--- config.mk ---
export PLATFORM = sky130hd
export DESIGN_NAME = float_accumulator_12bit
export DESIGN_NICKNAME = d
export VERILOG_FILES = /design/src/rtl/float_accumulator_12bit_pkg.sv /design/src/rtl/Float_Adder_12bit.sv /design/src/rtl/float_accumulator_12bit_operand_order.sv /design/src/rtl/float_accumulator_12bit.sv
export SDC_FILE = /design/constraint.sdc
export NUM_CORES = 1
export LEC_CHECK = 0
export CAP_MARGIN = 15
export CORE_AREA = 8 8 81 83
export CTS_BUF_LIST = sky130_fd_sc_hd__clkbuf_16
export DETAILED_ROUTE_END_ITERATION = 10
export DIE_AREA = 0 0 89 91
export PLACE_DENSITY = 0.66
export SLEW_MARGIN = 20
export SYNTH_ARGS = -nofsm -noshare
export SYNTH_HDL_FRONTEND = slang
export SYNTH_SLANG_ARGS = --single-unit
export TNS_END_PERCENT = 50
--- constraint.sdc ---
create_clock -name clk -period 10.6 [get_ports clk]
set_clock_uncertainty 0.15 [all_clocks]
set_input_delay 2.12 -clock clk [delete_from_list [all_inputs] [get_ports clk]]
set_output_delay 2.12 -clock clk [all_outputs]
set_load 0.005 [all_outputs]
--- src/rtl/float_accumulator_12bit_pkg.sv ---
// Shared field layout, saturation value and FSM encoding for the 12-bit
// float accumulator.
package float_accumulator_12bit_pkg;

    localparam int SIGN_BIT = 11;
    localparam int EXP_MSB  = 10;
    localparam int EXP_LSB  = 7;
    localparam int FRAC_W   = 7;

    localparam logic [11:0] SAT_VALUE = 12'h7FF;

    typedef enum logic [1:0] {
        IDLE  = 2'd0,
        LOAD  = 2'd1,
        ACCUM = 2'd2,
        HOLD  = 2'd3
    } state_t;

endpackage

--- src/rtl/Float_Adder_12bit.sv ---
// Combinational unsigned 12-bit float adder. Format: [10:7] exponent,
// [6:0] fraction, implicit leading 1, value = 1.f * 2^e. Requires XE >= YE.
// The smaller operand is aligned by the exponent gap; a gap of 8 or more
// shifts it out entirely. Mantissa carry bumps the exponent (mod 16) and the
// result is truncated. Sign bits are ignored and Z[11] is always 0.
module Float_Adder_12bit (
    input  logic [11:0] X,
    input  logic [11:0] Y,
    output logic [11:0] Z
);

    logic [3:0] gap;
    logic [7:0] mant_x;
    logic [7:0] mant_y;
    logic [7:0] mant_y_aligned;
    logic [8:0] mant_sum;
    logic [3:0] exp_inc;
    logic       unused_signs;

    assign unused_signs = X[11] ^ Y[11];

    // Align Y to X, add mantissas and renormalise on carry.
    always_comb begin
        gap            = X[10:7] - Y[10:7];
        mant_x         = {1'b1, X[6:0]};
        mant_y         = {1'b1, Y[6:0]};
        mant_y_aligned = (gap >= 4'd8) ? 8'h00 : (mant_y >> gap);
        mant_sum       = {1'b0, mant_x} + {1'b0, mant_y_aligned};
        exp_inc        = X[10:7] + 4'd1;
        if (mant_sum[8]) begin
            Z = {1'b0, exp_inc, mant_sum[7:1]};
        end else begin
            Z = {1'b0, X[10:7], mant_sum[6:0]};
        end
    end

endmodule

--- src/rtl/float_accumulator_12bit_operand_order.sv ---
// Exponent compare and swap: the operand with the larger (or equal) exponent
// goes to x so the downstream adder always sees XE >= YE. Signs forced to 0.
module float_operand_order
    import float_accumulator_12bit_pkg::*;
(
    input  logic [11:0] a,
    input  logic [11:0] b,
    output logic [11:0] x,
    output logic [11:0] y
);

    logic unused_signs;

    assign unused_signs = a[SIGN_BIT] ^ b[SIGN_BIT];

    // Ties keep a on the x side.
    always_comb begin
        if (a[EXP_MSB:EXP_LSB] >= b[EXP_MSB:EXP_LSB]) begin
            x = {1'b0, a[EXP_MSB:EXP_LSB], a[FRAC_W-1:0]};
            y = {1'b0, b[EXP_MSB:EXP_LSB], b[FRAC_W-1:0]};
        end else begin
            x = {1'b0, b[EXP_MSB:EXP_LSB], b[FRAC_W-1:0]};
            y = {1'b0, a[EXP_MSB:EXP_LSB], a[FRAC_W-1:0]};
        end
    end

endmodule

--- src/rtl/float_accumulator_12bit.sv ---
// Sums N_TERMS unsigned 12-bit floats per start pulse and presents the result
// on a valid/ready output.
// Handshake: a transfer happens on a rising edge where valid and ready are
// both high; in_ready and out_valid are pure decodes of the state register,
// so neither depends combinationally on any input.
module float_accumulator_12bit
    import float_accumulator_12bit_pkg::*;
#(
    parameter int N_TERMS = 8,
    parameter int CNT_W   = 4
) (
    input  logic        clk,
    input  logic        rst_n,
    input  logic        start,
    input  logic        in_valid,
    output logic        in_ready,
    input  logic [11:0] in_data,
    output logic        out_valid,
    input  logic        out_ready,
    output logic [11:0] out_data,
    output logic        overflow,
    output logic        busy
);

    state_t             state;
    state_t             state_nxt;
    logic [11:0]        acc;
    logic [CNT_W-1:0]   count;
    logic [CNT_W-1:0]   count_inc;
    logic [11:0]        op_x;
    logic [11:0]        op_y;
    logic [11:0]        sum_z;
    logic               sum_ovf;
    logic               unused_sign;

    assign unused_sign = in_data[SIGN_BIT];

    float_operand_order u_order (
        .a (acc),
        .b (in_data),
        .x (op_x),
        .y (op_y)
    );

    Float_Adder_12bit u_adder (
        .X (op_x),
        .Y (op_y),
        .Z (sum_z)
    );

    // Exponent wrapped past 15 on a mantissa carry.
    assign sum_ovf   = (sum_z[EXP_MSB:EXP_LSB] < op_x[EXP_MSB:EXP_LSB]);
    assign count_inc = count + CNT_W'(1);

    assign in_ready  = (state == LOAD) || (state == ACCUM);
    assign out_valid = (state == HOLD);
    assign busy      = (state != IDLE);
    assign out_data  = acc;

    // State register.
    always_ff @(posedge clk or negedge rst_n) begin
        if (!rst_n) begin
            state <= IDLE;
        end else begin
            state <= state_nxt;
        end
    end

    // Next-state decode; stalls on either side simply hold the state.
    always_comb begin
        state_nxt = state;
        case (state)
            IDLE:  if (start) state_nxt = LOAD;
            LOAD:  if (in_valid) state_nxt = (N_TERMS == 1) ? HOLD : ACCUM;
            ACCUM: if (in_valid && (count_inc == CNT_W'(N_TERMS))) state_nxt = HOLD;
            HOLD:  if (out_ready) state_nxt = IDLE;
            default: state_nxt = IDLE;
        endcase
    end

    // Accumulator, term counter and sticky overflow flag.
    always_ff @(posedge clk or negedge rst_n) begin
        if (!rst_n) begin
            acc      <= 12'h000;
            count    <= '0;
            overflow <= 1'b0;
        end else begin
            case (state)
                IDLE: begin
                    if (start) begin
                        count    <= '0;
                        overflow <= 1'b0;
                    end
                end
                LOAD: begin
                    if (in_valid) begin
                        acc   <= {1'b0, in_data[EXP_MSB:0]};
                        count <= CNT_W'(1);
                    end
                end
                ACCUM: begin
                    if (in_valid) begin
                        if (sum_ovf) begin
                            acc      <= SAT_VALUE;
                            overflow <= 1'b1;
                        end else begin
                            acc <= sum_z;
                        end
                        count <= count_inc;
                    end
                end
                default: ;
            endcase
        end
    end

endmodule

==> results by group <==
Run status
  • Run status: completed

Setup path
  • Number of cells on the critical path: 26
  • Reg2reg path depth: 26
  • Highest-delay cell along the critical path: a311o_1
  • Startpoint of the worst-slack reg-to-reg timing path: out_data[7]
  • Cell type with the highest occurrence count on the critical path: ha_1
  • Slowest stage delay, CP: 600 ps
  • CP Launch Point: in_data[7]
  • CP Buf/Inv Count: 1
  • Setup CP Type: in2reg
  • Family of cells with the greatest summed delay on the critical path: compound AO/OA/AOI/OAI gates
  • Crit path launch type: primary input
  • Last element of the critical path: out_data[6]
  • Minimum setup slack among reg-to-reg paths: 2990 ps
  • Data arrival time of the critical path: 9520 ps
  • Category of the worst setup path capture point: flop
  • Data required, critical path: 10570 ps
  • Crit-path max FO: 14
  • R2r endpoint: out_data[6]

Final layout
  • Most common cell after layout, fill and taps aside: clkdlybuf4s50_1
  • Count of filler cells inserted in the layout: 545
  • Area growth syn-to-layout: 17.2%
  • Final Net Count: 327
  • Combined area of the multi-input logic cells: 1700 µm²
  • Top library cells by usage in the layout, fill and taps aside: clkdlybuf4s50_1, o21ai_0, nand2_1, ha_1, mux2i_1
  • Share of post-route cells with drive strength above 1: 8.77%
  • Register cell area after layout: 450 µm²
  • Antenna cell count: 0

Clock network
  • Number of gates resized after CTS: 0
  • Clock sink count: 18
  • Latest clock arrival within the worst-skew pair: 250 ps
  • CTS Buf Count: 3
  • Clock root buffer: clkbuf_16
  • Level count of the clock H-tree: 1
  • # Post-CTS Setup Buffers: 0
  • Clock transition at path regs: 60 ps
  • Post-CTS Hold Buffers: 0
  • TritonCTS clock tree: done
  • Max Buffers Root-to-Sink: 2

Yosys
  • Mean cell area of the mapped netlist: 8.68 µm²
  • Seq/Total Area, Yosys: 19.7%
  • Prevailing post-synth register cell: dfrtp_1
  • Number of register bits inferred by synthesis: 18
  • Total standard cell area after synthesis: 2280 µm²
  • Yosys warning count: 0
  • EDFF count, synth: 0
  • Share of flip-flops with an asynchronous set or reset: 100%
  • Post-Syn Instances: 263
  • Number of nets produced by synthesis: 304
  • Unique masters post-synth: 54

Route
  • Number of nets with antenna violations after detailed routing: 0
  • Count of routing violations after the opening detailed-route iteration: 96
  • Detailed-route DRC error count: 0
  • Number of vias after detailed routing: 2003
  • Via/cell ratio: 5.61
  • Pre-antenna DRT Iters: 5
  • Total Wirelength: 5.52 mm
  • Final routed wire length divided by cell count: 15.5 µm

Global route
  • Maximum number of pins on one net before global-route repair: 26
  • Aggregate global-route resource usage: 14.1%
  • GRT busiest layer: met2
  • Initial antenna violation count: 0
  • Met1 capacity usage during global routing: 19.5%
  • Vias in the first global route: 1989
  • Overflow left after global routing: 0
  • Wire length of the first global-routing pass: 9.29 mm
  • Met3 track demand over resource: 2.43%
  • Routing usage on met2: 22.0%

STA
  • Final Hold Viols: 0
  • Final setup fails: 0
  • Max Clk Rate: 105 MHz
  • Tmin final: 9550 ps
  • Total count of max-transition violations in the final report: 0
  • Portion of the clock cycle consumed by the worst path in the final layout: 90.1%
  • Slew at the pin closest to its max-slew limit: 896 ps
  • Sum Neg Setup Slack: 0 ps
  • Worst relative slew slack: 40.1%
  • RSZ-0062 raised after global routing: no

Floorplanning
  • Chip height: 91 µm
  • Die footprint: 8100 µm²
  • Chip Width: 89 µm
  • Placement Rows: 27
  • Core Region: 5340 µm²
  • Starting density of the core: 42.8%
  • IO Count: 33

Placed design
  • Final weighted congestion in routability-driven placement: 0.827
  • I/O Buffers: 30
  • Post-DP HPWL: 4.22 mm

Flow run
  • Max-capacitance violation count: 0

Min path
  • Hold crit path type: reg2reg
[metal layers]
layer	wire, µm	vias to the layer above
li1	-	1010
met1	2700	947
met2	2490	42
met3	275	4
met4	55	0
met5	0	-
[worst min path at each step]
stage | from | endpoint | cells after the start
after global placement | count[1] | count[1] | 2
after detailed placement | count[1] | count[1] | 2
after CTS | count[1] | count[1] | 2
final | state[1] | state[1] | 1
after global routing | count[1] | count[1] | 2
after floorplan | count[1] | count[1] | 2
[registers in the layout (all words and copies together), names as in the netlist]
signal and cells:
out_data 11, count 4, state 2, overflow 1
[layout make-up]
type                    count  share of cell area, %
clock buffers               3                   2.81
clock inverters             1                  0.140
inverters                  12                   1.68
multi-input cells         220                   63.7
flip-flops and latches     18                   16.8
well taps                  72                   3.37
repair buffers             31                   11.5
[cell usage after synthesis, types with 2 or more instances]
library cell,instances,area share [%]
o21ai_0,27,5.9
ha_1,23,13
nand2_1,23,3.8
mux2i_1,20,8.8
dfrtp_1,18,20
inv_1,12,2.0
a21oi_1,11,2.4
mux2_2,11,5.4
nor2_1,11,1.8
nand3_1,9,2.0
nor2b_1,9,2.5
clkbuf_1,8,1.3
or3_1,8,2.2
nor3_1,6,1.3
xnor2_1,6,2.3
and2_1,5,1.4
nand2b_1,5,1.4
o21a_1,4,1.3
a31oi_1,3,0.82
mux4_2,3,3.0
o211a_1,3,1.3
a2111oi_0,2,0.77
a221oi_1,2,0.77
buf_6,2,0.99
nor3b_1,2,0.66
o221ai_1,2,0.77
[through the flow]
step | instance area [µm²] | hold WS (ps) | setup slack, ps | util, % | std cells
after floorplan | 2280 | 370 | 1480 | - | 263
after global placement | 2600 | 396 | 834 | 48.7 | 353
after detailed placement | 2600 | 402 | 817 | 48.7 | 353
after CTS | 2680 | 415 | 1040 | 50.1 | 357
after global routing | 2680 | 449 | 538 | 50.1 | 357
final | 2680 | 417 | 1050 | 50.1 | 357
[logic make-up after synthesis]
group           share of synthesized area (%)
simple gates                             19.2
mux                                      17.8
fa+ha+maj                                13.5
buf+inv                                  5.64
flops                                    19.7
compound gates                           20.1
other cells                             0.164
xor+xnor                                 3.89
Power is not shown: default switching activity piles up to over one toggle a cycle in this logic, so the estimate is an artifact.
